File: src/rtl/bus_pkg.sv
// Shared types and constants for the parallel-bus arbiter.
// Holds the arbiter FSM encoding and default bus word types.
package bus_pkg;

    localparam int BUS_DATA_W  = 8;
    localparam int BUS_ADDR_W  = 16;

    // Dead cycles inserted between two tenures.
    localparam int TURN_CYCLES = 1;

    typedef logic [BUS_DATA_W-1:0] bus_data_t;
    typedef logic [BUS_ADDR_W-1:0] bus_addr_t;

    typedef enum logic [1:0] {
        IDLE,
        GRANT,
        REVOKE,
        TURN
    } arb_state_t;

endpackage

File: src/rtl/rr_picker.sv
// Round-robin priority encoder: picks the first requester
// after the last owner, wrapping around.
module rr_picker #(
    parameter int N = 2,
    parameter int W = $clog2(N)
) (
    input  logic [N-1:0] req_i,
    input  logic [W-1:0] last_i,
    output logic [W-1:0] sel_o,
    output logic         valid_o
);

    logic [W-1:0] idx;

    // Scan from last+1 upwards; the first hit wins.
    always_comb begin
        sel_o   = '0;
        valid_o = 1'b0;
        idx     = '0;
        for (int k = 1; k <= N; k++) begin
            idx = W'((int'(last_i) + k) % N);
            if (!valid_o && req_i[idx]) begin
                valid_o = 1'b1;
                sel_o   = idx;
            end
        end
    end

endmodule

File: src/rtl/bus_arbiter.sv
// Round-robin owner of the shared CPU-style bus with an
// optional tenure limit and a dead cycle between owners.
module bus_arbiter
    import bus_pkg::*;
#(
    parameter int NUM_MASTERS = 2,
    parameter int DATA_WIDTH  = 8,
    parameter int ADDR_WIDTH  = 16,
    parameter int MAX_TENURE  = 64,
    parameter int OWNER_W     = $clog2(NUM_MASTERS)
) (
    input  logic                                  clk,
    input  logic                                  reset,
    input  logic [NUM_MASTERS-1:0]                busrq_n,
    output logic [NUM_MASTERS-1:0]                busack_n,
    input  logic [NUM_MASTERS-1:0]                m_mreq_n,
    input  logic [NUM_MASTERS-1:0]                m_iorq_n,
    input  logic [NUM_MASTERS-1:0]                m_rd_n,
    input  logic [NUM_MASTERS-1:0]                m_wr_n,
    input  logic [NUM_MASTERS-1:0][ADDR_WIDTH-1:0] m_addr,
    input  logic [NUM_MASTERS-1:0][DATA_WIDTH-1:0] m_wdata,
    output logic [NUM_MASTERS-1:0]                m_buswait_n,
    output logic                                  mreq_n,
    output logic                                  iorq_n,
    output logic                                  rd_n,
    output logic                                  wr_n,
    output logic [ADDR_WIDTH-1:0]                 addr,
    output logic [DATA_WIDTH-1:0]                 wdata,
    output logic                                  wdata_oe,
    input  logic                                  buswait_n,
    output logic [OWNER_W-1:0]                    owner,
    output logic                                  owner_valid
);

    localparam int TEN_W =
        (MAX_TENURE > 0) ? $clog2(MAX_TENURE + 1) : 1;
    localparam logic [TEN_W-1:0] TEN_MAX = TEN_W'(MAX_TENURE);

    localparam int TURN_W = $clog2(TURN_CYCLES + 1);
    localparam logic [TURN_W-1:0] TURN_LAST =
        TURN_W'(TURN_CYCLES - 1);

    arb_state_t          state_q, state_d;
    logic [OWNER_W-1:0]  owner_q, owner_d;
    logic [OWNER_W-1:0]  last_q, last_d;
    logic [TEN_W-1:0]    ten_q, ten_d;
    logic [TURN_W-1:0]   turn_q, turn_d;

    logic [NUM_MASTERS-1:0] req;
    logic [NUM_MASTERS-1:0] own_onehot;
    logic [OWNER_W-1:0]     pick_sel;
    logic                   pick_valid;
    logic                   own_idle;
    logic                   cyc;
    logic                   others_wait;
    logic                   rel_done;
    logic                   ten_full;
    logic                   revoke_go;

    assign req        = ~busrq_n;
    assign own_onehot = NUM_MASTERS'(1) << owner_q;

    rr_picker #(
        .N (NUM_MASTERS),
        .W (OWNER_W)
    ) u_pick (
        .req_i   (req),
        .last_i  (last_q),
        .sel_o   (pick_sel),
        .valid_o (pick_valid)
    );

    // A bus cycle is in flight while any owner strobe or the
    // slave wait is asserted; ownership cannot move mid-cycle.
    assign own_idle = m_mreq_n[owner_q] & m_iorq_n[owner_q]
                    & m_rd_n[owner_q] & m_wr_n[owner_q];
    assign cyc      = ~own_idle | ~buswait_n;

    assign others_wait = |(req & ~own_onehot);
    assign rel_done    = busrq_n[owner_q] & ~cyc;
    assign ten_full    = (MAX_TENURE != 0) && (ten_q >= TEN_MAX);
    assign revoke_go   = (state_q == GRANT) & ~rel_done
                       & ten_full & others_wait;

    // State, owner, round-robin pointer and tenure registers.
    always_ff @(posedge clk) begin
        if (reset) begin
            state_q <= IDLE;
            owner_q <= '0;
            last_q  <= OWNER_W'(NUM_MASTERS - 1);
            ten_q   <= '0;
            turn_q  <= '0;
        end else begin
            state_q <= state_d;
            owner_q <= owner_d;
            last_q  <= last_d;
            ten_q   <= ten_d;
            turn_q  <= turn_d;
        end
    end

    // Next-state logic: arbitrate, hold, revoke, turn around.
    always_comb begin
        state_d = state_q;
        owner_d = owner_q;
        last_d  = last_q;
        ten_d   = ten_q;
        turn_d  = '0;
        unique case (state_q)
            IDLE: begin
                if (pick_valid) begin
                    state_d = GRANT;
                    owner_d = pick_sel;
                    ten_d   = '0;
                end
            end
            GRANT: begin
                if (ten_q != TEN_MAX) begin
                    ten_d = ten_q + 1'b1;
                end
                if (rel_done) begin
                    state_d = TURN;
                end else if (revoke_go) begin
                    state_d = REVOKE;
                end
            end
            REVOKE: begin
                if (!cyc) begin
                    state_d = TURN;
                end
            end
            TURN: begin
                last_d = owner_q;
                turn_d = turn_q + 1'b1;
                if (turn_q == TURN_LAST) begin
                    state_d = IDLE;
                    turn_d  = '0;
                end
            end
            default: state_d = IDLE;
        endcase
    end

    // Outputs: owner pass-through, quiet bus otherwise.
    always_comb begin
        busack_n    = '1;
        m_buswait_n = '0;
        mreq_n      = 1'b1;
        iorq_n      = 1'b1;
        rd_n        = 1'b1;
        wr_n        = 1'b1;
        addr        = '0;
        wdata       = '0;
        wdata_oe    = 1'b0;
        owner_valid = (state_q == GRANT) || (state_q == REVOKE);
        if (owner_valid) begin
            mreq_n   = m_mreq_n[owner_q];
            iorq_n   = m_iorq_n[owner_q];
            rd_n     = m_rd_n[owner_q];
            wr_n     = m_wr_n[owner_q];
            addr     = m_addr[owner_q];
            wdata    = m_wdata[owner_q];
            wdata_oe = ~m_wr_n[owner_q];
            m_buswait_n[owner_q] = buswait_n;
        end
        if ((state_q == GRANT) && !revoke_go) begin
            busack_n[owner_q] = 1'b0;
        end
    end

    assign owner = owner_q;

endmodule

File: config.mk
export PLATFORM = sky130hd
export DESIGN_NAME = bus_arbiter
export DESIGN_NICKNAME = d
export VERILOG_FILES = /design/src/rtl/bus_pkg.sv /design/src/rtl/rr_picker.sv /design/src/rtl/bus_arbiter.sv
export SDC_FILE = /design/constraint.sdc
export NUM_CORES = 1
export LEC_CHECK = 0
export CAP_MARGIN = 20
export CORE_ASPECT_RATIO = 0.8
export CORE_MARGIN = 2
export CORE_UTILIZATION = 35
export DETAILED_ROUTE_END_ITERATION = 10
export GPL_TIMING_DRIVEN = 0
export PLACE_DENSITY = 0.86
export SLEW_MARGIN = 40
export SYNTH_ARGS = -nofsm -noshare
export SYNTH_HDL_FRONTEND = slang
export SYNTH_SLANG_ARGS = --single-unit
File: constraint.sdc
create_clock -name clk -period 5.26 [get_ports clk]
set_input_delay 1.052 -clock clk [delete_from_list [all_inputs] [get_ports clk]]
set_output_delay 1.052 -clock clk [all_outputs]
set_load 0.05 [all_outputs]
== Word level (Yosys, flattened, before mapping) ==
Cells that the tools add are included.

* Flip-flop bits (word level): 12
* Bits in latches: 0
* Bits in writable memories: 0
* ROM bits: 0
* Output and inout bits: 35
* Logic and storage cells: 99
* Memories kept: 0

* Add/sub/neg operators: 4
* $mul: 0
* Div/mod/pow operators: 0
* Order comparisons: 5
* Eq/ne operators: 9
* Shift operators: 1
* Mux-type cells: 42
* Bitwise logic cells: 20
* Reductions and logical operators: 13

{| class="wikitable"
|+ Operators by type and width
! operator !! count
|-
| $mux W16 || 3
|-
| $mux W1 || 24
|-
| $mux W8 || 3
|-
| $mux W2 || 7
|-
| $mux W7 || 2
|-
| $pmux W7 S2 || 1
|-
| $ne A2 B2 Y1 const B || 4
|-
| $pmux W2 S4 || 1
|-
| $add A7 B1 Y7 const B || 1
|-
| $and A1 B1 Y1 || 7
|-
| $ge A7 B7 Y1 const B || 1
|-
| $ne A7 B7 Y1 const B || 1
|-
| $not A1 Y1 || 7
|-
| $lt A1 B2 Y1 const B || 3
|-
| $not A2 Y2 || 3
|-
| $and A2 B2 Y2 || 2
|-
| $eq A2 B2 Y1 const B || 2
|-
| $reduce_and A4 Y1 || 1
|-
| $add A1 B1 Y1 const B || 3
|-
| $logic_and A1 B1 Y1 || 3
|-
| $ne A3 B3 Y1 const B || 1
|-
| $reduce_and A3 Y1 || 1
|-
| $reduce_or A3 Y1 || 1
|-
| $eq A2 B1 Y1 const B || 1
|-
| 10 further kinds || 11
|}

== Longest topological paths before layout ==
Gate-level depths: netlist of the first run.

* Depth after elaboration: 16
* Depth in mapped cells: 7
* Depth with buffers taken out: 7

== Cells and area by module ==
Synthesis of the first run repeated with hierarchy kept, for this count alone.

* Cells, all modules: 152
* Area total of the unflattened synthesis: 1,237.4 um^2

{| class="wikitable"
|+ By module, submodules not included
! module !! times used !! cells an instance !! area an instance (um^2) !! sequential area each (um^2)
|-
| bus_arbiter || 1 || 150 || 1,223.7 || 240.2
|-
| rr_picker || 1 || 2 || 13.8 || 0.0
|}

== Worst setup path after synthesis of the first run ==
No wires, ideal clock.

* Kind: register to output
* From: register state_q[1]
* To: output port wdata_oe
* Data arrival time: 2,136 ps
* Data required time: 4,208 ps
* Path slack: 2,072 ps
* Stages on the path, launching flop included: 6
* Buffers on the path: 1
* Cell sequence: dfxtp_1 inv_1 ha_1 clkbuf_1 nand2_1 inv_1

* Word-level cells in the longest chain between the ends: 3
* Elaborated cells on any way between the ends: 4

{| class="wikitable"
|+ RTL lines
! element !! line !! text
|-
| start, declared || bus_arbiter.sv:43 || <nowiki>arb_state_t state_q, state_d;</nowiki>
|-
| start signal, assigned || bus_arbiter.sv:94 || <nowiki>state_q <= state_d;</nowiki>
|-
| $eq A2 B1 Y1 / $eq A2 B2 Y1 (equally long branches) || bus_arbiter.sv:155 || <nowiki>owner_valid = (state_q == GRANT) || (state_q == REVOKE);</nowiki>
|-
| $logic_or A1 B1 Y1 * || bus_arbiter.sv:155 ||
|-
| named net owner_valid || bus_arbiter.sv:32 || <nowiki>output logic owner_valid</nowiki>
|-
| $mux W1 * || bus_arbiter.sv:156 || <nowiki>if (owner_valid) begin</nowiki>
|-
| end, declared || bus_arbiter.sv:29 || <nowiki>output logic wdata_oe,</nowiki>
|}

The timed path passes the listed nets; every way through them passes the cells marked *.

== Worst setup path in the final report of the first run ==
* From: input port buswait_n
* To: output port busack_n[1]

* Word-level cells in the longest chain between the ends: 11

{| class="wikitable"
|+ RTL lines
! element !! line !! text
|-
| start, declared || bus_arbiter.sv:30 || <nowiki>input logic buswait_n,</nowiki>
|-
| $not A1 Y1 || bus_arbiter.sv:77 || <nowiki>assign cyc = ~own_idle | ~buswait_n;</nowiki>
|-
| $or A1 B1 Y1 || bus_arbiter.sv:77 ||
|-
| $not A1 Y1 || bus_arbiter.sv:80 || <nowiki>assign rel_done = busrq_n[owner_q] & ~cyc;</nowiki>
|-
| $and A1 B1 Y1 || bus_arbiter.sv:80 ||
|-
| $not A1 Y1 || bus_arbiter.sv:82 || <nowiki>assign revoke_go = (state_q == GRANT) & ~rel_done</nowiki>
|-
| $and A1 B1 Y1 || bus_arbiter.sv:82 ||
|-
| $and A1 B1 Y1 (2 in series) || bus_arbiter.sv:83 || <nowiki>& ten_full & others_wait;</nowiki>
|-
| $logic_not A1 Y1 || bus_arbiter.sv:166 || <nowiki>if ((state_q == GRANT) && !revoke_go) begin</nowiki>
|-
| $logic_and A1 B1 Y1 || bus_arbiter.sv:166 ||
|-
| $mux W2 || bus_arbiter.sv:166 ||
|-
| end, declared || bus_arbiter.sv:15 || <nowiki>output logic [NUM_MASTERS-1:0] busack_n,</nowiki>
|}

Every way passes these cells.

==> results of run 1 <==
[critical path: stages]
cell and delay, ps:
clkdlybuf4s50_1 470, nand4_1 150, nor2_1 70, a22oi_1 370, a31oi_1 170, nand2_1 120, clkdlybuf4s50_1 810
[power by group through the flow]
stage | sequential [mW] | clock (mW) | combinational, mW
floorplan | 0.119 | 0 | 0.713
global placement | 0.116 | 0 | 1.04
detailed placement | 0.117 | 0 | 1.04
CTS | 0.115 | 0.0850 | 1.05
global route | 0.117 | 0.0910 | 1.10
finish | 0.115 | 0.0825 | 1.04
[cell usage in the layout, fill, tap and decap left out, drive strengths merged, types with 2 or more instances in the layout]
| cell | instances |
|---|---|
| nand3 | 3 |
| nor2 | 14 |
| a21oi | 5 |
| clkdlybuf4s50 | 95 |
| a211o | 3 |
| nand4 | 3 |
| nor3 | 2 |
| xor2 | 2 |
| nand2b | 4 |
| mux2i | 30 |
| o21ai | 3 |
| xnor2 | 2 |
| clkbuf | 7 |
| nor2b | 25 |
| inv | 8 |
| dfxtp | 12 |
| and3 | 3 |
| a31oi | 2 |
| buf | 3 |
| ha | 7 |
| nand2 | 11 |
[per-layer routing]
metal | global-route usage | vias to the layer above | wire length, µm
met5 | 0 | - | 0
met4 | 0.0404 | 0 | 42
met3 | 0.0583 | 4 | 289
met2 | 0.359 | 51 | 2110
met1 | 0.240 | 637 | 1720
li1 | - | 734 | -
[cell type report]
type / instances / area, µm²
sequential: 12 / 240
inverter: 8 / 30.0
buffer: 7 / 36.3
fill: 308 / 1120
tap: 42 / 52.6
clock buffer: 3 / 41.3
timing repair buffer: 95 / 951
multi-input combinational: 129 / 948
[cell families (layout without fill, tap and decap cells)]
group	count (synthesis)	in the layout	share of synthesized area
DFF	12	12	0.191
other	1	1	0.00299
muxes	30	30	0.239
AOI/OAI and AO/OA	18	18	0.113
and+or+nand+nor	69	69	0.303
adders and majority gates	7	7	0.0698
xor gates and xnor gates	4	4	0.0279
buffers and inverters	15	113	0.0528
[state kept, by name (all words and copies together) (netlist names)]
name / count
last_q: 1
owner: 1
state_q: 2
ten_q: 7
turn_q: 1
[cells in the mapped netlist (2+ instances only)]
cell type | number | share of area
nor3_1 | 2 | 0.0080
nor2b_1 | 25 | 0.12
nand3_1 | 3 | 0.012
o21ai_0 | 2 | 0.0080
nand2b_1 | 4 | 0.020
buf_2 | 2 | 0.0080
dfxtp_1 | 12 | 0.19
a211o_1 | 3 | 0.021
nor2_1 | 13 | 0.039
nand2_1 | 11 | 0.033
mux2i_1 | 30 | 0.24
nand4_1 | 3 | 0.015
xnor2_1 | 2 | 0.014
clkbuf_1 | 4 | 0.012
inv_1 | 8 | 0.024
and3_1 | 3 | 0.015
xor2_1 | 2 | 0.014
ha_1 | 7 | 0.070
a21oi_1 | 5 | 0.020
a31oi_1 | 2 | 0.010
[metrics by stage]
| step | power [mW] | setup slack (ps) |
|---|---|---|
| 4_1_cts | 1.25 | 999 |
| 3_3_place_gp | 1.15 | 1070 |
| 3_5_place_dp | 1.16 | 1070 |
| 5_1_grt | 1.31 | 871 |
| 6_report | 1.24 | 994 |
| 2_1_floorplan | 0.831 | 2070 |
[how the worst min path moves through the flow]
stage               startpoint  endpoint  slack, ps
floorplan             ten_q[5]  ten_q[5]        460
global placement      ten_q[5]  ten_q[5]        490
detailed placement    ten_q[5]  ten_q[5]        500
CTS                   ten_q[5]  ten_q[5]        510
global route          ten_q[5]  ten_q[5]        560
finish                ten_q[5]  ten_q[5]        510
==> summary.txt, run 1 <==
Outcome
  • Status: finished clean

Pwr
  • Sw Pwr: between 0.7 and 0.8 mW
  • Sequential share of power: 0.093
  • Sw Ratio: 0.567
  • Leak: 0.864 nW
  • Part of the power in combinational logic: 0.841
  • Worst VDD drop: 364 µV
  • Internal Dissipation: roughly 0.54 mW
  • Power density over cell area: about 540 nW/µm²
  • Part of the power in the clock network: 0.067

Setup path
  • Startpoint Class: input pin
  • Reg2reg start: state_q[0]
  • Worst Reg-to-Reg Cells: 7
  • CP required: 4210 ps
  • Setup Crit Path Kind: in -> out
  • CP Capture Point: busack_n[1]
  • Reg2reg setup slack: roughly 3400 ps
  • Crit path DAT: 3210 ps
  • Worst Setup SP: buswait_n
  • CP Capture Type: primary output
  • Worst R2R End: ten_q[3]
  • Worst Path Max Fanout: 4

Global route
  • Remaining global-route overflow: 0
  • First-pass GRT wire length: 6.49 mm
  • Initial antenna violation count: 0
  • Largest net degree at the start of global routing: 11
  • Tot GR Track Use: 0.200
  • Vias in the first global route: 1,306

Synthesis
  • Synth Register Bits: 12
  • Post-synth EDFFs: 0
  • Synth unique cells: 33
  • Ys Warns: 0
  • Mapped Area: 1250 µm²
  • Main synth FF type: dfxtp_1
  • Asr flop ratio synth: 0
  • Cells after Synth: 156
  • Syn Area/Cell: 8.04 µm²
  • Syn_nets: approximately 220
  • Sequential area share after synthesis: 0.191

Route
  • Post-DR vias/cell: between 4 and 5
  • Wire per inst: 14.0 µm
  • TritonRoute pass-1 iters: 4
  • Vias post-DR: about 1.4k
  • Drt initial violations: 52
  • ANT nets after route: 0
  • Drc violations: 0
  • WL final: 4.16 mm

Clock network
  • CTS Buf Count: 3
  • CTS clk-pin slew, worst paths: 50 ps
  • Clock Path Buffers: 2
  • Setup bufs post-CTS: 0
  • Clk_lat worst skew: ~240 ps
  • CTS tree: done
  • Hold buffers post-CTS: 0
  • Htree depth: 1
  • Root Driver: clkbuf_8
  • Clk sink count: 12
  • Post_cts resized: 0

Finish
  • Fraction of layout cells with a size suffix above 1: 0.0472
  • N_diodes: 0
  • Fin util: 0.672
  • Synth-to-layout area growth: 83.3%
  • Nets: 324
  • Cell area after layout: about 2300 µm²
  • Cell Count, Final, Fillers Out: around 300

Die
  • Row Count: 19
  • Core footprint: 3420 µm²
  • DIE HEIGHT: 57.6 µm
  • Die area: 4080 µm²
  • I/O Pins: 96
  • Die width: 70.9 µm
  • Initial Utilization: 0.367

Placed design
  • # port buffers: 95
  • Routability cong.: 0.866
  • Placed insts: 293
  • DP Area: 2260 µm²
  • HPWL Detailed: 3.45 mm

Min path
  • Hold depth: 2
  • Hold Path Class: reg -> reg

Timing
  • Final Max Tran Viols: 0
  • RSZ-0062 raised after global routing: false
  • Final setup fails: 0
  • Rel. slew slack: 0.618
  • F_max: between 200 and 250 MHz
  • Setup TNS: 0 ps
  • Worst-Margin Slew: roughly 570 ps
  • Clock Skews: 3.11 ps
  • Hold_ws: between 500 and 600 ps
  • Tcrit/Tclk final: 0.811
  • Final min period: about 4300 ps
  • Final hold violations: 0

Flow run
  • Max Cap Viol: 0
(Power assumes the default switching activity.)
==> run 2: changes to the inputs <==
--- a/config.mk
+++ b/config.mk
@@ -8,10 +8,10 @@
 export CAP_MARGIN = 20
 export CORE_ASPECT_RATIO = 0.8
 export CORE_MARGIN = 2
-export CORE_UTILIZATION = 35
+export CORE_UTILIZATION = 31
 export DETAILED_ROUTE_END_ITERATION = 10
 export GPL_TIMING_DRIVEN = 0
-export PLACE_DENSITY = 0.86
+export PLACE_DENSITY = 0.81
 export SLEW_MARGIN = 40
 export SYNTH_ARGS = -nofsm -noshare
 export SYNTH_HDL_FRONTEND = slang
==> constraint.sdc (replaced) <==
create_clock -name clk -period 3.6 [get_ports clk]
set_input_delay 0.72 -clock clk [delete_from_list [all_inputs] [get_ports clk]]
set_output_delay 0.72 -clock clk [all_outputs]
set_load 0.05 [all_outputs]
==> run 2 against run 1 <==
Net effect: wire length is 1.3% higher; sequential power increased by 45%; register-to-register slack got worse by 1700 ps; global-route usage is 2.8 points lower; first-iteration DRC count increased by 52%; combinational power grew 47%; flip-flop and latch count unchanged; critical path type is now reg -> out; largest cell class unchanged; largest power group unchanged.
==> summary.txt, run 2 (synthesized netlist as in run 1, its figures left out) <==
Timing
  • Fin worst setup slack: between 300 and 400 ps
  • Rel. slew slack: 0.612
  • Final hold violations: 0
  • Final setup fails: 0
  • F_max: just over 300 MHz
  • RSZ-0062 raised after global routing: false
  • Clock Skews: 0.524 ps
  • Setup TNS: 0 ps
  • Final Max Tran Viols: 0
  • Tcrit/Tclk final: 0.896
  • Worst-Margin Slew: 583 ps
  • Final min period: 3230 ps

Global route
  • Tot GR Track Use: 0.172
  • Remaining global-route overflow: 0
  • Met2 Resource Use GR: 0.288
  • GRT busiest layer: met2
  • Largest net degree at the start of global routing: 11
  • Met1 usage: 0.232
  • Initial antenna violation count: 0
  • First-pass GRT wire length: 6.02 mm
  • GR Layer Usage met3: 0.0449
  • Vias in the first global route: 1,254

Route
  • ANT nets after route: 0
  • TritonRoute pass-1 iters: 4
  • Drt initial violations: between 70 and 80
  • Post-DR vias/cell: 4.57
  • WL final: 4.21 mm
  • Drc violations: 0
  • Vias post-DR: 1,413
  • Wire per inst: 13.6 µm

Setup path
  • CP max stage delay: 820 ps
  • Crit path DAT: about 2500 ps
  • Bufs and invs on worst path: 4
  • Crit-path slowest cell: clkdlybuf4s50_1
  • CP dominant cell by count: inv_1
  • CP required: 2880 ps
  • CP Capture Type: primary output
  • Startpoint Class: flip-flop
  • Worst Path Max Fanout: 10
  • Crit path max-delay family: buffers and inverters
  • Crit path cell chain: inv_1 > ha_1 > clkbuf_1 > nand2_1 > inv_1 > clkdlybuf4s50_1
  • Setup Crit Path Kind: reg -> out

Outcome
  • Status: finished clean

Finish
  • Nets: 324
  • Max FFs per register: 7
  • Cell area after layout: 2320 µm²
  • Largest Register: ten_q
  • FILL cells: approximately 360
  • Top flop regs: ten_q (7), state_q (2)
  • Seq. cell area: between 200 and 250 µm²
  • Most frequent cells in the layout: 93 x clkdlybuf4s50_1, 30 x mux2i_1, 25 x nor2b_1, 13 x nor2_1, 12 x dfxtp_1
  • Synth-to-layout area growth: 84.9%
  • Cell Count, Final, Fillers Out: ~310
  • Commonest non-fill, non-tap cell in the layout: clkdlybuf4s50_1
  • N_diodes: 0
  • Fraction of layout cells with a size suffix above 1: 0.0472
  • Area of the multi-input gates: 948 µm²

Placed design
  • DP Area: 2270 µm²
  • Dpl ws: 31.0 ps
  • # port buffers: 95
  • HPWL Detailed: 3.58 mm
  • Placed insts: 306
  • Routability cong.: 0.761

Clock network
  • Root Driver: clkbuf_8
  • Htree depth: 1
  • Clk sink count: 12
  • Clock Path Buffers: 2
  • CTS clk-pin slew, worst paths: 50 ps
  • CTS tree: done
  • Clk_lat worst skew: roughly 230 ps
  • CTS Buf Count: 3

Die
  • Die width: 75.1 µm
  • DIE HEIGHT: approximately 61 µm
  • I/O Pins: 96
  • Core footprint: 3830 µm²
  • Die area: 4580 µm²
  • Initial Utilization: 0.328
  • Row Count: 20

Pwr
  • Sw Pwr: slightly above 1 mW
  • Part of the power in the clock network: 0.065
  • Worst VDD drop: around 490 µV
  • Sequential share of power: 0.092
  • Sw Ratio: 0.569
  • Part of the power in combinational logic: 0.843
  • Leak: 0.867 nW
  • Power density over cell area: about 780 nW/µm²
  • Internal Dissipation: 0.783 mW

Min path
  • Hold Path Class: reg -> reg

Flow run
  • Max Cap Viol: 0
==> run 2: final timing paths <==
| check | from | endpoint | slack [ps] | cells after the start |
|---|---|---|---|---|
| max reg2reg | state_q[1] | ten_q[3] | 1760 | 7 |
| min | ten_q[5] | ten_q[5] | 510 | 2 |
| min reg2reg | ten_q[5] | ten_q[5] | 510 | 2 |
| max | state_q[1] | wdata_oe | 370 | 6 |
==> run 2: repair_timing <==
action                                  4_1_cts  5_1_grt
setup buffers                                 0        0
hold buffers                                  0        0
hold endpoints to repair                      0        0
endpoints found under the setup margin        0        2
resized for setup                             0        2
==> run 2: metrics by stage <==
step | utilization | hold slack, ps | power [mW]
after detailed placement | 0.594 | 496 | 1.70
after floorplan | - | 462 | 1.21
final | 0.606 | 508 | 1.81
after CTS | 0.605 | 505 | 1.82
after global placement | 0.594 | 493 | 1.69
after global routing | 0.606 | 544 | 1.91
==> run 2: layout make-up <==
cell class,count,share of cell area
Buffer,7,0.0156
Timing Repair Buffer,95,0.412
Tap cell,55,0.0296
Sequential cell,12,0.104
Inverter,8,0.0129
Clock buffer,3,0.0178
Multi-Input combinational cell,129,0.409
==> run 2: tightest hold or removal path, cell delays in order (launching register included) <==
cell	delay (ps)
dfxtp_1	320
o21ai_0	80
a21oi_1	60
==> run 2: metal layers <==
layer | routed length, µm | share of wire
met4 | 36 | 0.0085
met2 | 2120 | 0.50
met3 | 299 | 0.071
met5 | 0 | 0
met1 | 1760 | 0.42
==> run 2: power by group through the flow <==
| stage | clock, mW | sequential, mW | combinational [mW] |
|---|---|---|---|
| 2_1_floorplan | 0 | 0.173 | 1.04 |
| 3_3_place_gp | 0 | 0.169 | 1.52 |
| 3_5_place_dp | 0 | 0.170 | 1.53 |
| 4_1_cts | 0.118 | 0.167 | 1.54 |
| 5_1_grt | 0.128 | 0.170 | 1.61 |
| 6_report | 0.117 | 0.167 | 1.53 |
